===== config.mk =====
export PLATFORM = sky130hd
export DESIGN_NAME = closest_hit_resolver
export DESIGN_NICKNAME = d
export VERILOG_FILES = /design/src/rtl/closest_hit_resolver_pkg.sv /design/src/rtl/closest_hit_resolver_mac.sv /design/src/rtl/closest_hit_resolver.sv
export SDC_FILE = /design/constraint.sdc
export NUM_CORES = 2
export LEC_CHECK = 0
export CAP_MARGIN = 20
export CORE_MARGIN = 8
export CORE_UTILIZATION = 25
export CTS_CLUSTER_DIAMETER = 150
export DETAILED_ROUTE_END_ITERATION = 8
export PLACE_DENSITY = 0.52
export SYNTH_ARGS = -nofsm -noshare
export SYNTH_HDL_FRONTEND = slang
export SYNTH_SLANG_ARGS = --single-unit

===== constraint.sdc =====
create_clock -name clk -period 13.9 [get_ports clk]
set_clock_uncertainty 0.2 [all_clocks]
set_input_delay 2.085 -clock clk [delete_from_list [all_inputs] [get_ports clk]]
set_output_delay 2.085 -clock clk [all_outputs]
set_load 0.05 [all_outputs]

===== src/rtl/closest_hit_resolver_pkg.sv =====
// Shared types and constants for the closest-hit resolver: fixed-point format,
// ray/vector structs, resolver state encoding and the fixed-point multiply.
package closest_hit_resolver_pkg;

  localparam int unsigned WIDTH = 32;
  localparam int unsigned BF    = 16;
  localparam int unsigned IDX_W = 16;

  localparam logic [1:0] HIT_CODE = 2'b10;

  typedef logic signed [WIDTH-1:0] fixed_t;

  typedef struct packed {
    fixed_t x;
    fixed_t y;
    fixed_t z;
  } vec3_t;

  typedef struct packed {
    vec3_t start;
    vec3_t dir;
  } ray_t;

  typedef enum logic [2:0] {
    IDLE,
    COLLECT,
    MUL_X,
    MUL_Y,
    MUL_Z,
    DONE
  } state_t;

  // Full-width signed product, arithmetic shift back to the fixed format, truncate.
  function automatic fixed_t fmul(input fixed_t a, input fixed_t b);
    logic signed [2*WIDTH-1:0] prod;
    prod = {{WIDTH{a[WIDTH-1]}}, a} * {{WIDTH{b[WIDTH-1]}}, b};
    return fixed_t'(prod >>> BF);
  endfunction

endpackage


===== src/rtl/closest_hit_resolver_mac.sv =====
// Combinational fixed-point multiply-accumulate: y = a + fmul(b, c), wrapping.
module fixed_mac_unit
  import closest_hit_resolver_pkg::*;
(
  input  logic signed [WIDTH-1:0] a,
  input  logic signed [WIDTH-1:0] b,
  input  logic signed [WIDTH-1:0] c,
  output logic signed [WIDTH-1:0] y
);

  assign y = a + fmul(b, c);

endmodule


===== src/rtl/closest_hit_resolver.sv =====
// Tracks the nearest valid hit over a stream of per-triangle results for one ray,
// then evaluates start + t*dir one axis per cycle on a shared MAC.
module closest_hit_resolver
  import closest_hit_resolver_pkg::*;
(
  input  logic                 clk,
  input  logic                 rst_n,
  input  logic                 ray_valid,
  output logic                 ray_ready,
  input  logic [6*WIDTH-1:0]   ray_in,
  input  logic [IDX_W-1:0]     trig_count,
  input  logic                 res_valid,
  output logic                 res_ready,
  input  logic [WIDTH+1:0]     res_in,
  output logic                 out_valid,
  input  logic                 out_ready,
  output logic                 out_hit,
  output logic [IDX_W-1:0]     out_idx,
  output logic [WIDTH-1:0]     out_t,
  output logic [3*WIDTH-1:0]   out_point,
  output logic [6*WIDTH-1:0]   out_ray
);

  state_t           state_q, state_d;
  ray_t             ray_q;
  logic [IDX_W-1:0] count_q, cnt_q, best_idx_q;
  logic             best_valid_q;
  fixed_t           best_t_q;
  vec3_t            point_q;

  fixed_t res_t;
  logic   is_hit, take, last;
  fixed_t mac_a, mac_c, mac_y;

  assign res_t  = res_in[WIDTH-1:0];
  assign is_hit = (res_in[WIDTH+1:WIDTH] == HIT_CODE);
  assign take   = is_hit && (!best_valid_q || (res_t < best_t_q));
  assign last   = (cnt_q == count_q - IDX_W'(1));

  always_comb begin
    mac_a = ray_q.start.x;
    mac_c = ray_q.dir.x;
    case (state_q)
      MUL_Y: begin
        mac_a = ray_q.start.y;
        mac_c = ray_q.dir.y;
      end
      MUL_Z: begin
        mac_a = ray_q.start.z;
        mac_c = ray_q.dir.z;
      end
      default: ;
    endcase
  end

  fixed_mac_unit u_mac (
    .a (mac_a),
    .b (best_t_q),
    .c (mac_c),
    .y (mac_y)
  );

  always_comb begin
    state_d   = state_q;
    ray_ready = (state_q == IDLE);
    res_ready = (state_q == COLLECT);
    out_valid = (state_q == DONE);
    case (state_q)
      IDLE:    if (ray_valid) state_d = (trig_count == '0) ? DONE : COLLECT;
      // The final result's own update is folded into the exit decision.
      COLLECT: if (res_valid && last) state_d = (best_valid_q || take) ? MUL_X : DONE;
      MUL_X:   state_d = MUL_Y;
      MUL_Y:   state_d = MUL_Z;
      MUL_Z:   state_d = DONE;
      DONE:    if (out_ready) state_d = IDLE;
      default: state_d = IDLE;
    endcase
  end

  always_ff @(posedge clk or negedge rst_n) begin
    if (!rst_n) begin
      state_q      <= IDLE;
      ray_q        <= '0;
      count_q      <= '0;
      cnt_q        <= '0;
      best_idx_q   <= '0;
      best_valid_q <= 1'b0;
      best_t_q     <= '0;
      point_q      <= '0;
    end else begin
      state_q <= state_d;
      case (state_q)
        IDLE: if (ray_valid) begin
          ray_q        <= ray_t'(ray_in);
          count_q      <= trig_count;
          cnt_q        <= '0;
          best_idx_q   <= '0;
          best_valid_q <= 1'b0;
          best_t_q     <= '0;
          point_q      <= '0;
        end
        COLLECT: if (res_valid) begin
          cnt_q <= cnt_q + IDX_W'(1);
          if (take) begin
            best_t_q     <= res_t;
            best_idx_q   <= cnt_q;
            best_valid_q <= 1'b1;
          end
        end
        MUL_X:   point_q.x <= mac_y;
        MUL_Y:   point_q.y <= mac_y;
        MUL_Z:   point_q.z <= mac_y;
        default: ;
      endcase
    end
  end

  assign out_hit   = best_valid_q;
  assign out_idx   = best_idx_q;
  assign out_t     = best_t_q;
  assign out_point = point_q;
  assign out_ray   = ray_q;

endmodule


==> impl_metrics.csv <==
group,metric,value,unit
final_layout,nets,6996,
setup_path,worst_r2r_path_depth,40,
setup_path,crit_start,"state_q[1]",
setup_path,r2r_start,"state_q[1]",
final_layout,drive_gt1_share,4.65,%
detailed_routing,ant_nets,0,
placement,routabilityCongestion,0.944,
min_path,min_delay_path_depth,2,
setup_path,cp_slowest_cell,"nand3b_1",
sta,setup_tns,0,ns
sta,clock.fmax,80.4,MHz
setup_path,r2r_slack,1.46,ns
setup_path,critPathMaxStageDelay,0.73,ns
detailed_routing,drc,0,
setup_path,crit_type,"reg2reg",
flow_run,drv_cap,0,
min_path,worstHoldStart,"out_point[20]",
synth,ys_ff_latch,372,
final_layout,syn_to_final_growth,22.6,%
sta,rsz0062_at_grt,"false",
sta,setup-violations-final,0,
clocking,cts_setup_buffers,0,
synth,synth_area,46400,um^2
detailed_routing,first_pass_iters,6,
sta,post-route-min-period,12.44,ns
synth,synthFlopType,"dfrtp_1",
clocking,clkSlewWorstSetupHoldPaths,0.06,ns
setup_path,startpoint_type,"flop",
setup_path,cp.required,14.20,ns
synth,ys_warn_count,0,
clocking,cts.repair.resized,0,
clocking,numCtsBuffers,46,
synth,synth_fp_nets,6533,
sta,hold_viol_final,0,
detailed_routing,vias,38689,
synth,ys_seq_area_share,20.1,%
setup_path,cp_top_family,"compound AO/OA/AOI/OAI gates",
detailed_routing,drt_iter0_drc,3184,
synth,avgSynthCellArea,8.88,um^2
sta,worst_slew_pin_slew,1.22,ns
floorplanning,core,185000,um^2
synth,yosysUniqueCellTypes,73,
grt,grt_pass1_vias,41184,
setup_path,crit_buf_inv,6,
floorplanning,die_x,447,um
sta,timing.slew.headroom,18.9,%
clocking,clockBufferDepth,3,
clocking,h-tree-depth,2,
grt,grt_overflow,0,
grt,antenna_found_initial,15,
grt,grt_first_pass_wirelength,298000,um
floorplanning,start_util,25.1,%
clocking,cts.hold.buffers_added,0,
clocking,cts_sinks,372,
synth,synth_edf_count,0,
floorplanning,die_y,447,um
grt,grt_util_all_layers,20.3,%
clocking,clk_latency,0.66,ns
sta,layout_worst_path_cycle_share,89.5,%
min_path,hp-class,"reg2reg",
floorplanning,io_pins,587,
synth,ys_async_sr_fraction,100,%
floorplanning,core.rowCount,158,
setup_path,end_kind,"flop",
sta,drv_slew,0,
sta,timing.hold.ws,0.292,ns
final_layout,fill_cells,19450,
sta,layout_setup_ws,1.46,ns
placement,hpwl,167000,um
setup_path,rr_endpoint,"out_point[30]",
detailed_routing,wl_per_cell,25.0,um
setup_path,cp.depth,40,
min_path,hold_path_end,"out_point[20]",
synth,post_synth_inst_count,5220,
clocking,cts_tree,"built",
detailed_routing,finalWirelength,205000,um
floorplanning,die_area,200000,um^2
detailed_routing,via_per_inst,4.72,
clocking,root_buffer,"clkbuf_16",
setup_path,arrival,12.74,ns
placement,io_buffers,586,
placement,dp_slack,1.69,ns
status,outcome,"completed",
setup_path,path_max_fanout,35,
grt,grt_max_degree,145,
==> flip-flops by register name, indices dropped and copies added, names as in the netlist <==
signal,flops
out_hit,1
out_point,96
cnt_q,16
out_ray,192
state_q,3
out_t,32
count_q,16
out_idx,16
==> stage by stage <==
| stage | util [%] | area [um^2] | instances |
|---|---|---|---|
| final | 30.8 | 56900 | 8202 |
| after global placement | 29.9 | 55300 | 8114 |
| after detailed placement | 29.9 | 55300 | 8114 |
| after floorplan | - | 46400 | 5220 |
| after global routing | 30.8 | 56800 | 8199 |
| after CTS | 30.7 | 56800 | 8194 |
==> per-layer routing <==
| layer | vias to the layer above | share of wire, % | wire [um] | global-route usage [%] |
|---|---|---|---|---|
| met2 | 1489 | 48 | 98800 | 34.3 |
| met3 | 343 | 6.4 | 13100 | 3.67 |
| met5 | - | 0.0093 | 19 | 0 |
| met1 | 19966 | 39 | 79300 | 24.7 |
| met4 | 2 | 6.7 | 13600 | 11.0 |
| li1 | 16889 | - | - | - |
==> cell families (layout without fill, tap and decap cells) <==
kind of cell	after synthesis	in the layout	synth area share, %
adder cells (fa/ha/maj)	1066	1066	42.3
multiplexers	56	56	1.30
flip-flops	372	372	20.1
AO/OA/AOI/OAI	441	441	6.34
XOR/XNOR	128	128	2.45
AND/OR/NAND/NOR	2021	2021	18.3
other	0	7	0
buffers and inverters	1136	1631	9.24
==> cell usage after synthesis, types with 36 or more instances <==
cell,n,area share (%)
a21o_1,48,0.78
a21oi_1,86,0.93
a22oi_1,36,0.58
and2_1,79,1.1
clkbuf_1,257,2.1
dfrtp_1,372,20
fa_1,839,36
ha_1,227,6.1
inv_1,847,6.9
nand2_1,1162,9.4
nand3_1,102,1.1
nor2_1,482,3.9
nor3_1,36,0.39
nor4_1,37,0.50
o21ai_0,124,1.3
xnor2_1,96,1.8
==> worst max path at each step <==
stage / to / slack (ns)
4_1_cts: out_point[95] / 1.54
5_1_grt: out_point[30] / 0.70
3_3_place_gp: out_point[63] / 1.75
3_5_place_dp: out_point[95] / 1.69
6_report: out_point[30] / 1.46
2_1_floorplan: out_point[30] / 3.11
==> area by class of cell <==
| type | count | area, um^2 | area share [%] |
|---|---|---|---|
| Sequential cell | 372 | 9310 | 16.4 |
| Inverter | 857 | 3220 | 5.66 |
| Timing Repair Buffer | 694 | 6710 | 11.8 |
| Multi-Input combinational cell | 3712 | 33000 | 58.0 |
| Clock inverter | 19 | 264 | 0.464 |
| Clock buffer | 61 | 1280 | 2.25 |
| Antenna cell | 7 | 17.5 | 0.0308 |
| Tap cell | 2480 | 3100 | 5.46 |
==> cells in the final DEF (no fill, tap or decap), types with 11 or more instances in the layout <==
cell and instances:
a22oi_1 36, and3_1 23, nor4_1 37, nand2_1 1161, ha_1 227, inv_1 847, a221oi_2 12, a21oi_1 85
fa_1 839, nor3_1 34, nand2b_1 11, nor2_1 481, nand4_1 21, o21ai_0 124, a221o_1 16, o211ai_1 12
nor2b_1 12, clkdlybuf4s50_1 585, xnor2_1 96, o21a_1 11, nand3_1 101, or2_2 13, and2_1 79, mux2i_1 23
mux2_2 33, xor2_1 31, clkbuf_16 46, buf_4 106, a21o_1 48, dfrtp_1 372
==> worst min-delay path: stages (launching register included) <==
cell and delay (ns):
dfrtp_1 0.35, nand2_1 0.05, o21ai_0 0.06
Power is left out: the tool's default activity adds up to more than one toggle a clock period on the data nets, which glitch-free logic cannot reach.
